[src/rtl/mod_instruction_fetch.sv]
// Instruction fetch stage: owns the program counter, addresses a combinational
// instruction ROM and registers each returned word into a one-entry fetch
// buffer handed to decode via valid/ready. Handles redirects and halts when
// the ROM reports end-of-program.
module mod_instruction_fetch #(
    parameter logic [31:0] RESET_PC = 32'h0000_0000
) (
    input  logic        clk,
    input  logic        rst_n,
    output logic [29:0] rom_address,
    input  logic [31:0] rom_instruction,
    input  logic        rom_mem_end,
    input  logic        redirect_valid,
    input  logic [31:0] redirect_target,
    output logic        if_valid,
    input  logic        if_ready,
    output logic [31:0] if_instruction,
    output logic [31:0] if_pc,
    output logic [31:0] if_pc_plus4,
    output logic        fetch_halted,
    output logic [31:0] fetch_count
);

    typedef enum logic [0:0] {
        ST_RUN  = 1'b0,
        ST_HALT = 1'b1
    } state_t;

    localparam logic [31:0] WORD_MASK = 32'hFFFF_FFFC;
    localparam logic [31:0] COUNT_MAX = 32'hFFFF_FFFF;

    state_t      state_r;
    logic [31:0] pc_r;
    logic        if_valid_r;
    logic [31:0] if_instruction_r;
    logic [31:0] if_pc_r;
    logic [31:0] if_pc_plus4_r;
    logic        fetch_halted_r;
    logic [31:0] fetch_count_r;

    logic        can_load_s;
    logic        deliver_s;

    // Buffer can take a new word when empty or being drained this cycle;
    // a redirect discards the buffered word so it is never counted.
    assign can_load_s  = !if_valid_r || if_ready;
    assign deliver_s   = if_valid_r && if_ready && !redirect_valid;

    assign rom_address    = pc_r[31:2];
    assign if_valid       = if_valid_r;
    assign if_instruction = if_instruction_r;
    assign if_pc          = if_pc_r;
    assign if_pc_plus4    = if_pc_plus4_r;
    assign fetch_halted   = fetch_halted_r;
    assign fetch_count    = fetch_count_r;

    // Fetch FSM, program counter, fetch buffer and delivery counter.
    always_ff @(posedge clk) begin
        if (!rst_n) begin
            state_r          <= ST_RUN;
            pc_r             <= RESET_PC & WORD_MASK;
            if_valid_r       <= 1'b0;
            if_instruction_r <= 32'h0000_0000;
            if_pc_r          <= 32'h0000_0000;
            if_pc_plus4_r    <= 32'h0000_0004;
            fetch_halted_r   <= 1'b0;
            fetch_count_r    <= 32'h0000_0000;
        end else begin
            // Saturating count of words actually accepted by decode.
            if (deliver_s && (fetch_count_r != COUNT_MAX)) begin
                fetch_count_r <= fetch_count_r + 32'd1;
            end

            if (redirect_valid) begin
                // Redirect wins over everything, including HALT (resume).
                pc_r           <= redirect_target & WORD_MASK;
                if_valid_r     <= 1'b0;
                state_r        <= ST_RUN;
                fetch_halted_r <= 1'b0;
            end else begin
                case (state_r)
                    ST_RUN: begin
                        if (can_load_s) begin
                            if (rom_mem_end) begin
                                // pc holds at the end address while halted.
                                state_r        <= ST_HALT;
                                if_valid_r     <= 1'b0;
                                fetch_halted_r <= 1'b1;
                            end else begin
                                if_instruction_r <= rom_instruction;
                                if_pc_r          <= pc_r;
                                if_pc_plus4_r    <= pc_r + 32'd4;
                                if_valid_r       <= 1'b1;
                                pc_r             <= pc_r + 32'd4;
                                fetch_halted_r   <= 1'b0;
                            end
                        end else begin
                            // Stall: ROM not sampled, everything holds.
                            fetch_halted_r <= 1'b0;
                        end
                    end
                    ST_HALT: begin
                        if (if_valid_r && if_ready) begin
                            if_valid_r     <= 1'b0;
                            fetch_halted_r <= 1'b1;
                        end else begin
                            fetch_halted_r <= !if_valid_r;
                        end
                    end
                    default: begin
                        state_r        <= ST_RUN;
                        if_valid_r     <= 1'b0;
                        fetch_halted_r <= 1'b0;
                    end
                endcase
            end
        end
    end

endmodule

[config.mk]
export PLATFORM = sky130hd
export DESIGN_NAME = mod_instruction_fetch
export DESIGN_NICKNAME = d
export VERILOG_FILES = /design/src/rtl/mod_instruction_fetch.sv
export SDC_FILE = /design/constraint.sdc
export NUM_CORES = 1
export LEC_CHECK = 0
export BUFFER_PORTS_ARGS = -buffer_cell sky130_fd_sc_hd__clkbuf_2
export CELL_PAD_IN_SITES_DETAIL_PLACEMENT = 1
export CELL_PAD_IN_SITES_GLOBAL_PLACEMENT = 1
export CORE_AREA = 2 2 176 109
export CTS_CLUSTER_SIZE = 28
export DETAILED_ROUTE_END_ITERATION = 10
export DIE_AREA = 0 0 178 111
export PLACE_DENSITY_LB_ADDON = 0.15
export SETUP_SLACK_MARGIN = 0.05
export SLEW_MARGIN = 25
export SYNTH_ARGS = -nofsm -noshare
export SYNTH_HDL_FRONTEND = slang
export SYNTH_SLANG_ARGS = --single-unit
[constraint.sdc]
create_clock -name clk -period 5.91 [get_ports clk]
set_input_delay 0.8865 -clock clk [delete_from_list [all_inputs] [get_ports clk]]
set_output_delay 0.8865 -clock clk [all_outputs]
set_load 0.005 [all_outputs]
Word level (Yosys, flattened, before mapping)
Index checks and enable logic that the tools add are counted.
{"block": "totals", "out_inout_bits": 160, "regBits": 163, "elab_cells": 45, "inputBits": 69}
{"block": "op_classes", "eq_ne": 5, "reduce_logical": 12, "n_mux": 13, "n_addsub": 2, "bitwise": 4}
{"op": "$mux W32", "count": 4}
{"op": "$add A32 B1 Y32 const B", "count": 1}
{"op": "$add A32 B3 Y32 const B", "count": 1}
{"op": "$ne A32 B32 Y1 const B", "count": 1}
{"op": "$mux W1", "count": 7}
{"op": "$reduce_and A3 Y1", "count": 2}
{"op": "$ne A2 B1 Y1 const B", "count": 2}
{"op": "$ne A2 B2 Y1 const B", "count": 2}
{"op": "$not A1 Y1", "count": 4}
{"op": "$pmux W1 S2", "count": 2}
{"op": "$reduce_and A4 Y1", "count": 1}
{"op": "$logic_and A1 B1 Y1", "count": 3}
{"op": "$logic_not A1 Y1", "count": 2}
{"op": "$reduce_and A2 Y1", "count": 1}
{"op": "$reduce_bool A2 Y1", "count": 1}
{"op": "$reduce_or A2 Y1", "count": 1}
{"op": "$logic_or A1 B1 Y1", "count": 1}

Longest topological paths before layout
{"block": "logic_depth", "word_depth": 5, "ltp_mapped": 8, "mapped_depth_nobuf": 6}

Least setup slack after synthesis
OpenSTA, ideal clock, no wires.
{"block": "synth_timing", "path_type": "input -> register", "start": "input port rom_mem_end", "end": "register if_pc_plus4_r[19], in the netlist if_pc_plus4[19]", "arrival_ns": 2.209, "cell_stages": 7, "setup_time_ns": 0.122, "path_slack_ns": 3.579, "cell_sequence": "or2_2 clkbuf_1 nor3_1 clkbuf_1 buf_2 buf_2 a21oi_1"}
{"block": "synth_between", "elab_chain_cells": 2}
{"element": "from (decl)", "line_no": "12", "rtl": "input logic rom_mem_end,"}
{"element": "$not A1 Y1 (no line)"}
{"element": "$reduce_and A4 Y1 (no line)"}
{"element": "to (signal assigned)", "line_no": "92", "rtl": "if_pc_plus4_r <= pc_r + 32'd4;"}
{"element": "to (decl)", "line_no": "37", "rtl": "logic [31:0] if_pc_plus4_r;"}
No other way between the ends.
A chain may end at the register's enable or synchronous reset.

Final worst setup path
{"block": "layout_timing", "start": "input port rom_mem_end", "end": "register if_instruction_r[21], in the netlist if_instruction[21]"}
{"block": "layout_between", "elab_chain_cells": 2}
{"element": "$not A1 Y1 (no line)"}
{"element": "$reduce_and A4 Y1 (no line)"}
{"element": "to (signal assigned)", "line_no": "90", "rtl": "if_instruction_r <= rom_instruction;"}
{"element": "to (decl)", "line_no": "35", "rtl": "logic [31:0] if_instruction_r;"}
No other way between the ends.

==> results.json <==
{
  "yosysTopAreaCellShare": 0.450,
  "vias": 6706,
  "final_cell_mix": "clkbuf_2 (222), nand2_1 (159), dfxtp_1 (157)",
  "cts_tree": "built",
  "grt_pass1_vias": 6558,
  "setup-violations-final": 0,
  "pin_count": 229,
  "max_freq_ghz": 0.352,
  "wl_met2_mm": 9.39,
  "row_count": 39,
  "dieArea_sq_um": 19800,
  "initial_utilization": 0.380,
  "syn_avg_cell_area_sq_um": 8.13,
  "gp_congestion": 0.755,
  "ctsResizeCount": 0,
  "synth_flop_cell": "dfxtp_1",
  "grt_usage": 0.229,
  "stdcell_area_sq_um": 8810,
  "clk_pin_slew_ps": 70,
  "clkSinkCount": 157,
  "worstPathArrival_ps": 3120,
  "clk_latency_ps": 430,
  "drv_slew": 0,
  "grt_pass1_wl_mm": 35.8,
  "fill_cells": 2286,
  "status": "finished, final reports clean",
  "powerDensity_nw_per_um2": 289,
  "die_w_um": 178,
  "async_flop_share": 0,
  "top_layer": "met4",
  "numCtsBuffers": 17,
  "grt_overflow_total": 0,
  "antenna_found_initial": 1,
  "die_h_um": 111,
  "clock-root-buffer": "clkbuf_16",
  "worstPathMaxFanout": 43,
  "yosys_warnings": 0,
  "finalHoldViolCount": 0,
  "clock_skew_ps": 10.6,
  "rsz0062_at_grt": "false",
  "p_leak_nw": 3.49,
  "post-route-period-util": 0.481,
  "wl_per_cell_um": 17.2,
  "hold_slack_ps": 455,
  "hpwl_mm": 15.6,
  "syn2layout_area_growth_pct": 26.0,
  "portBuffers": 222,
  "firstDrtPassIters": 4,
  "drv_cap": 0,
  "mappedNetlistArea_sq_um": 6990,
  "nNetsFinal": 1112,
  "ant_nets": 0,
  "m1WireLength_mm": 11.1,
  "slew_headroom": 0.431,
  "avgViaCountPerCell": 5.15,
  "htree_levels": 4,
  "period_needed_ps": 2840,
  "cp-start-kind": "input pin",
  "tightest_slew_ps": 853,
  "dpl_cell_area_sq_um": 8170,
  "peakVddDrop_uv": 167,
  "drc_errors": 0,
  "end_kind": "flip-flop",
  "fin_tns_setup_ps": 0,
  "ys_types": 48,
  "yosysTopAreaCell": "dfxtp_1",
  "clk_path_buf_depth": 2,
  "coreArea_sq_um": 18400,
  "dr.first_iter.drc_count": 345,
  "grt_max_degree": 67,
  "synth_edf_count": 0,
  "postCtsHoldBufs": 0,
  "min_path_type": "flip-flop to flip-flop",
  "ys_ff_latch": 157,
  "routed_wl_mm": 22.3,
  "cts_setup_buffers": 0,
  "required_ps": 6180,
  "synthTopCellsByArea": "dfxtp_1 (45%), a21oi_1 (8.7%), nand2_1 (8.6%)",
  "drive_above_1_share": 0.271,
  "yosysSeqAreaShare": 0.450,
  "met3_length_mm": 1.56,
  "synthCells": 860,
  "final_common_cell": "clkbuf_2",
  "critical_path_class": "input pin to flip-flop"
}
layout make-up:
type                            count  area, sq um  area share
Inverter                           10         38.8     0.00440
Clock buffer                       19          453      0.0514
Sequential cell                   157         3140       0.357
Clock inverter                     13          180      0.0205
Timing Repair Buffer              229         1160       0.132
Multi-Input combinational cell    626         3520       0.400
Antenna cell                        1         2.50    0.000284
Tap cell                          246          308      0.0349
cell usage after synthesis (all sizes together) (3+ instances only):
cell type / n
nand2: 161
dfxtp: 157
a21oi: 122
xnor2: 54
clkbuf: 53
o21ai: 49
nor2: 48
nand3: 30
nor3: 22
nand4: 20
nor4: 19
xor2: 18
buf: 17
a211oi: 16
or3: 11
inv: 10
and3: 9
mux2i: 6
or4: 5
and4: 4
nand2b: 4
or2: 4
and2: 3
final timing paths:
check                   start            endpoint  slack [ps]  cells past startpoint
setup reg to reg      state_r  if_instruction[21]        3290                      6
setup / recovery  rom_mem_end  if_instruction[21]        3070                      7
hold / removal      if_pc[17]           if_pc[17]         460                      2
hold reg to reg     if_pc[17]           if_pc[17]         460                      2
layer usage:
metal / up-vias / GRT usage
met1: 3194 / 0.331
li1: 3319 / -
met2: 179 / 0.338
met3: 14 / 0.0576
met4: 0 / 0.0617
met5: - / 0
cells by family (layout without fill, tap and decap cells):
family | after synthesis | count (layout) | synth area share
other | 1 | 5 | 0.000536
AO/OA/AOI/OAI | 197 | 197 | 0.153
flip-flops | 157 | 157 | 0.450
buffers and inverters | 80 | 271 | 0.0499
AND/OR/NAND/NOR | 345 | 345 | 0.245
adder cells (fa/ha/maj) | 2 | 2 | 0.00358
multiplexers | 6 | 6 | 0.00859
XOR/XNOR | 72 | 72 | 0.0902
registers in the layout, summed over array words and instances, names as in the netlist:
register        flops
pc_r               30
if_instruction     32
fetch_halted        1
if_valid            1
if_pc              30
state_r             1
fetch_count        32
if_pc_plus4        30
report_power, final:
part | switching (mW) | internal, mW | leakage (nW)
Clock | 0.481 | 0.699 | 0.304
Combinational | 0.125 | 0.0905 | 1.90
Sequential | 0.0519 | 1.10 | 1.28
Total | 0.658 | 1.89 | 3.49
worst max-delay path, stage by stage:
cell	delay, ps
clkbuf_2	100
or2_2	360
nor2_1	590
nand2_2	510
buf_4	440
nand2_1	130
a21oi_1	80
through the flow:
step	std cells	utilization	worst slack, ps	total power [mW]
2_1_floorplan	863	-	3580	1.29
3_3_place_gp	1268	0.444	2680	1.39
3_5_place_dp	1268	0.444	2630	1.40
4_1_cts	1300	0.479	3080	2.58
5_1_grt	1300	0.479	2890	2.66
6_report	1301	0.479	3070	2.55
(Power assumes the default switching activity.)
